--- src/rtl/seq_alu.sv ---
// seq_alu: registered ALU with a valid/ready handshake on both sides.
// Single-cycle ops (add, sub, xor, and, or) load the output registers on the
// accept edge. Unsigned multiply runs as WIDTH shift-add iterations before the
// result is presented. Results are held until the consumer takes them.
module seq_alu #(
   parameter int WIDTH = 8
) (
   input  logic             clk,
   input  logic             rst_n,
   input  logic             in_valid,
   output logic             in_ready,
   input  logic [WIDTH-1:0] a,
   input  logic [WIDTH-1:0] b,
   input  logic [2:0]       mode,
   input  logic             c_in,
   output logic             out_valid,
   input  logic             out_ready,
   output logic [WIDTH-1:0] result,
   output logic             c_out,
   output logic             zero,
   output logic             err
);

   localparam int CNT_W = $clog2(WIDTH + 1);
   localparam logic [CNT_W-1:0] LAST_ITER = CNT_W'(WIDTH - 1);

   localparam logic [2:0] MODE_ADD = 3'd0;
   localparam logic [2:0] MODE_SUB = 3'd1;
   localparam logic [2:0] MODE_XOR = 3'd2;
   localparam logic [2:0] MODE_AND = 3'd3;
   localparam logic [2:0] MODE_OR  = 3'd4;
   localparam logic [2:0] MODE_MUL = 3'd5;

   typedef enum logic [1:0] {
      S_IDLE = 2'd0,
      S_MUL  = 2'd1,
      S_DONE = 2'd2
   } state_t;

   state_t               state_q, state_d;
   logic [WIDTH-1:0]     mcand_q, mcand_d;
   logic [WIDTH-1:0]     mplier_q, mplier_d;
   logic [2*WIDTH-1:0]   acc_q, acc_d;
   logic [CNT_W-1:0]     cnt_q, cnt_d;
   logic [WIDTH-1:0]     result_q, result_d;
   logic                 c_out_q, c_out_d;
   logic                 zero_q, zero_d;
   logic                 err_q, err_d;

   logic [WIDTH+1:0]     single;
   logic [2*WIDTH-1:0]   partial;
   logic [2*WIDTH-1:0]   acc_sum;

   // Single-cycle operations; returns {err, carry, result}. Illegal modes give
   // an all-zero result with err set.
   function automatic logic [WIDTH+1:0] alu_single(
      input logic [WIDTH-1:0] op_a,
      input logic [WIDTH-1:0] op_b,
      input logic [2:0]       op_mode,
      input logic             op_cin
   );
      logic [WIDTH:0] sum;
      logic           bad;
      sum = '0;
      bad = 1'b0;
      case (op_mode)
         MODE_ADD: sum = {1'b0, op_a} + {1'b0, op_b} + {{WIDTH{1'b0}}, op_cin};
         // Carry out of a + ~b + 1 is the "no borrow" flag (a >= b).
         MODE_SUB: sum = {1'b0, op_a} + {1'b0, ~op_b} + {{WIDTH{1'b0}}, 1'b1};
         MODE_XOR: sum = {1'b0, op_a ^ op_b};
         MODE_AND: sum = {1'b0, op_a & op_b};
         MODE_OR:  sum = {1'b0, op_a | op_b};
         MODE_MUL: sum = '0;
         default:  bad = 1'b1;
      endcase
      return {bad, sum};
   endfunction

   assign single  = alu_single(a, b, mode, c_in);
   // Partial product: A shifted by the iteration index when the current B bit is set.
   assign partial = mplier_q[0] ? ({{WIDTH{1'b0}}, mcand_q} << cnt_q) : '0;
   assign acc_sum = acc_q + partial;

   // Next-state and datapath decode for the handshake FSM and multiplier.
   always_comb begin
      state_d  = state_q;
      mcand_d  = mcand_q;
      mplier_d = mplier_q;
      acc_d    = acc_q;
      cnt_d    = cnt_q;
      result_d = result_q;
      c_out_d  = c_out_q;
      zero_d   = zero_q;
      err_d    = err_q;
      case (state_q)
         S_IDLE: begin
            if (in_valid) begin
               if (mode == MODE_MUL) begin
                  state_d  = S_MUL;
                  mcand_d  = a;
                  mplier_d = b;
                  acc_d    = '0;
                  cnt_d    = '0;
               end else begin
                  state_d  = S_DONE;
                  result_d = single[WIDTH-1:0];
                  c_out_d  = single[WIDTH];
                  err_d    = single[WIDTH+1];
                  zero_d   = (single[WIDTH-1:0] == '0);
               end
            end
         end
         S_MUL: begin
            acc_d    = acc_sum;
            mplier_d = mplier_q >> 1;
            cnt_d    = cnt_q + CNT_W'(1);
            if (cnt_q == LAST_ITER) begin
               state_d  = S_DONE;
               result_d = acc_sum[WIDTH-1:0];
               c_out_d  = |acc_sum[2*WIDTH-1:WIDTH];
               zero_d   = (acc_sum[WIDTH-1:0] == '0);
               err_d    = 1'b0;
            end
         end
         S_DONE: begin
            if (out_ready) state_d = S_IDLE;
         end
         default: state_d = S_IDLE;
      endcase
   end

   // State, multiplier and output registers; reset aborts any operation.
   always_ff @(posedge clk or negedge rst_n) begin
      if (!rst_n) begin
         state_q  <= S_IDLE;
         mcand_q  <= '0;
         mplier_q <= '0;
         acc_q    <= '0;
         cnt_q    <= '0;
         result_q <= '0;
         c_out_q  <= 1'b0;
         zero_q   <= 1'b0;
         err_q    <= 1'b0;
      end else begin
         state_q  <= state_d;
         mcand_q  <= mcand_d;
         mplier_q <= mplier_d;
         acc_q    <= acc_d;
         cnt_q    <= cnt_d;
         result_q <= result_d;
         c_out_q  <= c_out_d;
         zero_q   <= zero_d;
         err_q    <= err_d;
      end
   end

   assign in_ready  = (state_q == S_IDLE);
   assign out_valid = (state_q == S_DONE);
   assign result    = result_q;
   assign c_out     = c_out_q;
   assign zero      = zero_q;
   assign err       = err_q;

endmodule

--- config.mk ---
export PLATFORM = sky130hd
export DESIGN_NAME = seq_alu
export DESIGN_NICKNAME = d
export VERILOG_FILES = /design/src/rtl/seq_alu.sv
export SDC_FILE = /design/constraint.sdc
export NUM_CORES = 1
export LEC_CHECK = 0
export CORE_ASPECT_RATIO = 1.4
export CORE_MARGIN = 2
export CORE_UTILIZATION = 43
export CTS_BUF_LIST = sky130_fd_sc_hd__clkbuf_16
export DETAILED_ROUTE_END_ITERATION = 7
export SLEW_MARGIN = 0
export SYNTH_ARGS = -nofsm -noshare
export SYNTH_HDL_FRONTEND = slang
export SYNTH_SLANG_ARGS = --single-unit
--- constraint.sdc ---
create_clock -name clk -period 9.87 [get_ports clk]
set_input_delay 1.974 -clock clk [delete_from_list [all_inputs] [get_ports clk]]
set_output_delay 1.974 -clock clk [all_outputs]
set_load 0.01 [all_outputs]
; ---- Word level (Yosys, flattened, before mapping)
; Index checks and enable logic that the tools add are counted.
[classes]
addsub = 6
n_eq_ne = 13
shifts = 1
mux = 33
bitwise = 4
reduce_logical = 11
[ops]
columns = operator, count
row1 = $mux W16, 3
row2 = $pmux W9 S5, 1
row3 = $mux W8, 5
row4 = $pmux W16 S2, 1
row5 = $pmux W8 S2, 2
row6 = $add A8 B8 Y9, 2
row7 = $add A16 B16 Y16, 1
row8 = $logic_not A8 Y1, 2
row9 = $shl A8 B4 Y16, 1
row10 = $mux W1, 10
row11 = $add A9 B1 Y9, 1
row12 = $add A9 B1 Y9 const B, 1
row13 = $reduce_and A3 Y1, 3
row14 = $and A8 B8 Y8, 1
row15 = $mux W2, 4
row16 = $mux W4, 2
row17 = $not A8 Y8, 1
row18 = $or A8 B8 Y8, 1
row19 = $pmux W4 S2, 1
row20 = $reduce_or A8 Y1, 1
row21 = $xor A8 B8 Y8, 1
row22 = $eq A3 B2 Y1 const B, 2
row23 = $eq A3 B3 Y1 const B, 2
row24 = $ne A2 B2 Y1 const B, 3
row25 = other kinds (13), 16
[totals]
reg_bits = 49
elab_cells = 77

; ---- Depth between registers and ports, before layout
[depth]
ltp_word = 8
depth_mapped = 16
mapped_depth_nobuf = 15

; ---- Least setup slack after synthesis
; Ideal clock, no wire load.
[synth_path]
path_kind = input port to flip-flop
startpoint = input port a[0]
endpoint = register c_out_q (netlist: c_out)
setup_time_ps = 126
arrival_time_ps = 3978
path_slack_ps = 5766
path_stages = 10
path_buffers = 0
path_cell_list = fa_1 inv_1 fa_1 o21bai_1 a21o_1 a31o_2 nand4_1 a21oi_1 or3b_1 o32a_1
[synth_between]
elab_chain_len = 6
word_cells_on_any_way = 8
classes_between = add/sub: 4 / mux: 4
[synth_rtl]
columns = item, line
row1 = "start, declared", 12  ; input logic [WIDTH-1:0] a,
row2 = $add A8 B8 Y9 (on tied branches), "69, 67"
row3 = $add A9 B1 Y9 (on tied branches), "69, 67"
row4 = $pmux W9 S5 (*), 66  ; case (op_mode)
row5 = $mux W1 (*), 98  ; if (mode == MODE_MUL) begin
row6 = $mux W1 (*), 97  ; if (in_valid) begin
row7 = $pmux W1 S2 (*), 95  ; case (state_q)
row8 = "end signal, assigned", 151  ; c_out_q <= c_out_d;
row9 = "end, declared", 46  ; logic c_out_q, c_out_d;
; Every way passes the cells marked *; elsewhere a longest branch is shown, timed or not. The select of a mux whose other input is x is not followed.
; A chain may end at the register's enable or synchronous reset.

; ---- Final worst setup path
[layout_path]
startpoint = input port mode[0]
endpoint = register cnt_q[3]
[layout_between]
elab_chain_len = 3
[layout_rtl]
columns = item, line
row1 = "start, declared", 14  ; input logic [2:0] mode,
row2 = $eq A3 B3 Y1, 98
row3 = $ne A2 B1 Y1 (no source line), n/a
row4 = $reduce_and A3 Y1 (no source line), n/a
row5 = "end signal, assigned", 149  ; cnt_q <= cnt_d;
row6 = "end, declared", 44  ; logic [CNT_W-1:0] cnt_q, cnt_d;
; No other way between the ends.

==> flow_metrics.tcl <==
set metrics [dict create \
    outcome "finished clean" \
    die_h_um 123 \
    number_of_hold_violations_in_the_final_report 0 \
    post-route-drc-count 0 \
    number_of_different_library_cells_in_the_post_synthesis_netlist 59 \
    synth_top_cell_by_area "dfrtp_1" \
    cts_buffers 5 \
    mappedNetlistNets 596 \
    timing.clock.skew_ns 0.00593 \
    final_antenna_net_count 0 \
    share_clk_of_total_power_pct 15.2 \
    max_slew.worst_pin.slew_ns 0.969 \
    drc_marker_count_from_the_first_detailed_route_iteration 208 \
    drtPass1Iterations 4 \
    cts.root.buffer_cell "clkbuf_16" \
    worst_ir_drop_vdd_uv 87.7 \
    initial_utilization_pct 44.1 \
    grt_pass1_wl_mm 18.6 \
    postSynthAreaPerCell_um2 8.22 \
    port_buffers 36 \
    p_int_mw 0.622 \
    fp.coreArea_um2 9850 \
    cpPeakStageDelay_ns 0.96 \
    syn2layout_area_growth_pct 12.8 \
    antenna_cells 0 \
    die_area_um2 10900 \
    timing.critical_path.slowest_stage_cell "clkdlybuf4s50_1" \
    path_buf_inv 1 \
    grt_max_degree 50 \
    io_pins 37 \
    path_cells "clkdlybuf4s50_1 > nor2b_1 > nand3_1 > a21o_1 > nor3_1 > xnor2_1 > nor2_1" \
    setup_repair_after_global_routing_missed_its_margin "no" \
    combinationalPowerShare_pct 49.6 \
    seqPwrFrac_pct 35.2 \
    start_kind "input port" \
    cts_tree "built" \
    clock.fmax_mhz 214 \
    synthFlopType "dfrtp_1" \
    worstPathArrival_ns 4.84 \
    final-setup-viol-count 0 \
    placed_area_um2 4760 \
    ys_ff_latch 49 \
    cts.htree.levels 2 \
    clock_transition_at_path_regs_ns 0.06 \
    synthesis.area_um2 4340 \
    synth_seq_area_share_pct 28.3 \
    fin_setup_tns_ns 0 \
    clk_path_buf_depth 2 \
    async_flop_share_pct 100 \
    netSwitchingPower_mw 0.452 \
    post_cts_resized 0 \
    clock_insertion_delay_worst_skew_ns 0.29 \
    vias 3788 \
    detailed_route_vias_per_instance 5.56 \
    nFillCells 1006 \
    critical_path_required_ns 10.04 \
    timing.max_slew.rel_slack_pct 35.4 \
    period_minus_slack_ns 4.68 \
    postCtsSetupRepairBufs 0 \
    category_of_the_worst_setup_path_capture_point "register" \
    yosys_warnings 0 \
    power_density_over_cell_area_nw_per_um2 219 \
    leakage_nw 2.19 \
    synth_enable_flop_cells 0 \
    hold_class "reg2reg" \
    wl_mm 11.4 \
    final_area_um2 4890 \
    fin_crit_sh_pct 47.4 \
    fin_util_pct 49.7 \
    finalWeightedCongestion 0.885 \
    leading_cell_types_by_total_area_after_synthesis "dfrtp_1 (28%), ha_1 (12%), a21oi_1 (5.2%)" \
    timing.max_cap.violations 0 \
    area_share_of_the_largest_cell_type_after_synthesis_pct 28.3 \
    grt_overflow_total 0 \
    finalMaxSlewViolations 0 \
    drive_gt1_share_pct 5.31 \
    route.detailed.wl_per_inst_um 16.7 \
    synthCells 528 \
    worst-setup-path-type "in2reg" \
    timing.critical_path.fanout_max 26 \
    number_of_global_route_vias_before_repair 3835 \
    cp_top_family "simple AND/OR/NAND/NOR gates" \
    multi_input_area_um2 2870 \
    post_cts_hold_buffer_count 0 \
    power.total_mw 1.07 \
    initial_antenna_violation_count 0 \
    r2r_slack_ns 5.69 \
    floorplan.die.width_um 88.9 \
    grt_usage_pct 22.3 \
    area.sequential_um2 1230 \
    switching_share_pct 42.1 \
    final_net_count 613 \
    hpwl_detailed_mm 9.04 \
    number_of_sinks_on_the_clock_net 49 \
    floorplan.rows 43 \
]
[power by group through the flow]
stage               logic [mW]  clock network (mW)  registers, mW
global route             0.594               0.179          0.394
detailed placement       0.532                   0          0.383
CTS                      0.535               0.170          0.379
floorplan                0.407                   0          0.342
finish                   0.532               0.163          0.378
global placement         0.526                   0          0.379
[logic make-up (layout without fill, tap and decap cells)]
logic type	count (synthesis)	in the layout	synth area share, %
AOI/OAI and AO/OA	162	162	24.5
buffers and inverters	61	79	5.74
adders and majority gates	44	44	13.4
and+or+nand+nor	174	174	18.9
muxes	20	20	5.59
xor gates and xnor gates	18	18	3.63
DFF	49	49	28.3
[synth_stat cells (4+ instances only)]
| master | count |
|---|---|
| o21a_1 | 6 |
| nor2b_1 | 15 |
| a21oi_1 | 45 |
| a31oi_1 | 4 |
| or3_1 | 4 |
| xnor2_1 | 12 |
| nand2_1 | 59 |
| nor3_1 | 18 |
| xor2_1 | 6 |
| fa_1 | 4 |
| mux2i_1 | 13 |
| a22o_1 | 7 |
| ha_1 | 40 |
| a21o_1 | 7 |
| nand2b_1 | 6 |
| nand3_1 | 10 |
| nand4_1 | 4 |
| o21bai_1 | 7 |
| inv_1 | 33 |
| o21ai_0 | 36 |
| o31a_1 | 6 |
| and2_1 | 4 |
| clkbuf_1 | 23 |
| o22ai_1 | 8 |
| nor2_1 | 41 |
| or2_2 | 4 |
| dfrtp_1 | 49 |
| o221ai_1 | 4 |
[flip-flops by register name, indices dropped and copies added (netlist names)]
| name | flops |
|---|---|
| acc_q | 16 |
| c_out | 1 |
| cnt_q | 4 |
| err | 1 |
| mcand_q | 8 |
| mplier_q | 8 |
| result | 8 |
| state_q | 2 |
| zero | 1 |
[routing by layer]
layer	share of wire, %	track usage (%)
met1	41	24.3
met2	56	44.2
met3	1.6	2.15
met4	1.4	5.97
met5	0	0
[final timing paths]
kind                        startpoint     endpoint  cells after the start
hold reg to reg            mplier_q[2]  mplier_q[2]                      2
setup reg to reg              cnt_q[0]        c_out                     15
setup / recovery               mode[0]     cnt_q[3]                      7
hold / removal             mplier_q[2]  mplier_q[2]                      2
min in group asynchronous        rst_n     cnt_q[3]                      2
max in group asynchronous        rst_n         zero                      2
[per-stage QoR]
step	hold WS (ns)	instances	setup WS, ns
5_1_grt	0.519	681	4.90
4_1_cts	0.488	681	5.17
6_report	0.482	681	5.19
2_1_floorplan	0.450	528	5.77
3_5_place_dp	0.473	673	4.86
3_3_place_gp	0.472	673	4.91
[final cells by class]
cell class | count | area share (%)
multi-input combinational | 418 | 58.6
inverter | 33 | 2.53
clock inverter | 3 | 0.256
tap | 135 | 3.45
clock buffer | 5 | 2.56
timing repair buffer | 38 | 7.57
sequential | 49 | 25.1
[tightest hold or removal path, stage by stage, from the launching register on]
cell and delay (ns):
dfrtp_1 0.34, nand2_1 0.05, o21ai_0 0.06
[placed cells by master (no fill, tap or decap), types with 5 or more instances in the layout]
cell type,n
mux2i_1,13
nand3_1,10
dfrtp_1,49
a22o_1,7
a21o_1,7
xor2_1,6
o21bai_1,7
clkbuf_16,5
o21ai_0,36
nor2b_1,15
clkdlybuf4s50_1,35
nor3_1,18
inv_1,33
nand2_1,59
o21a_1,6
nor2_1,41
ha_1,40
nand2b_1,6
o22ai_1,8
o31a_1,6
a21oi_1,44
xnor2_1,12
Note: power is estimated with default switching activity, not from simulation.
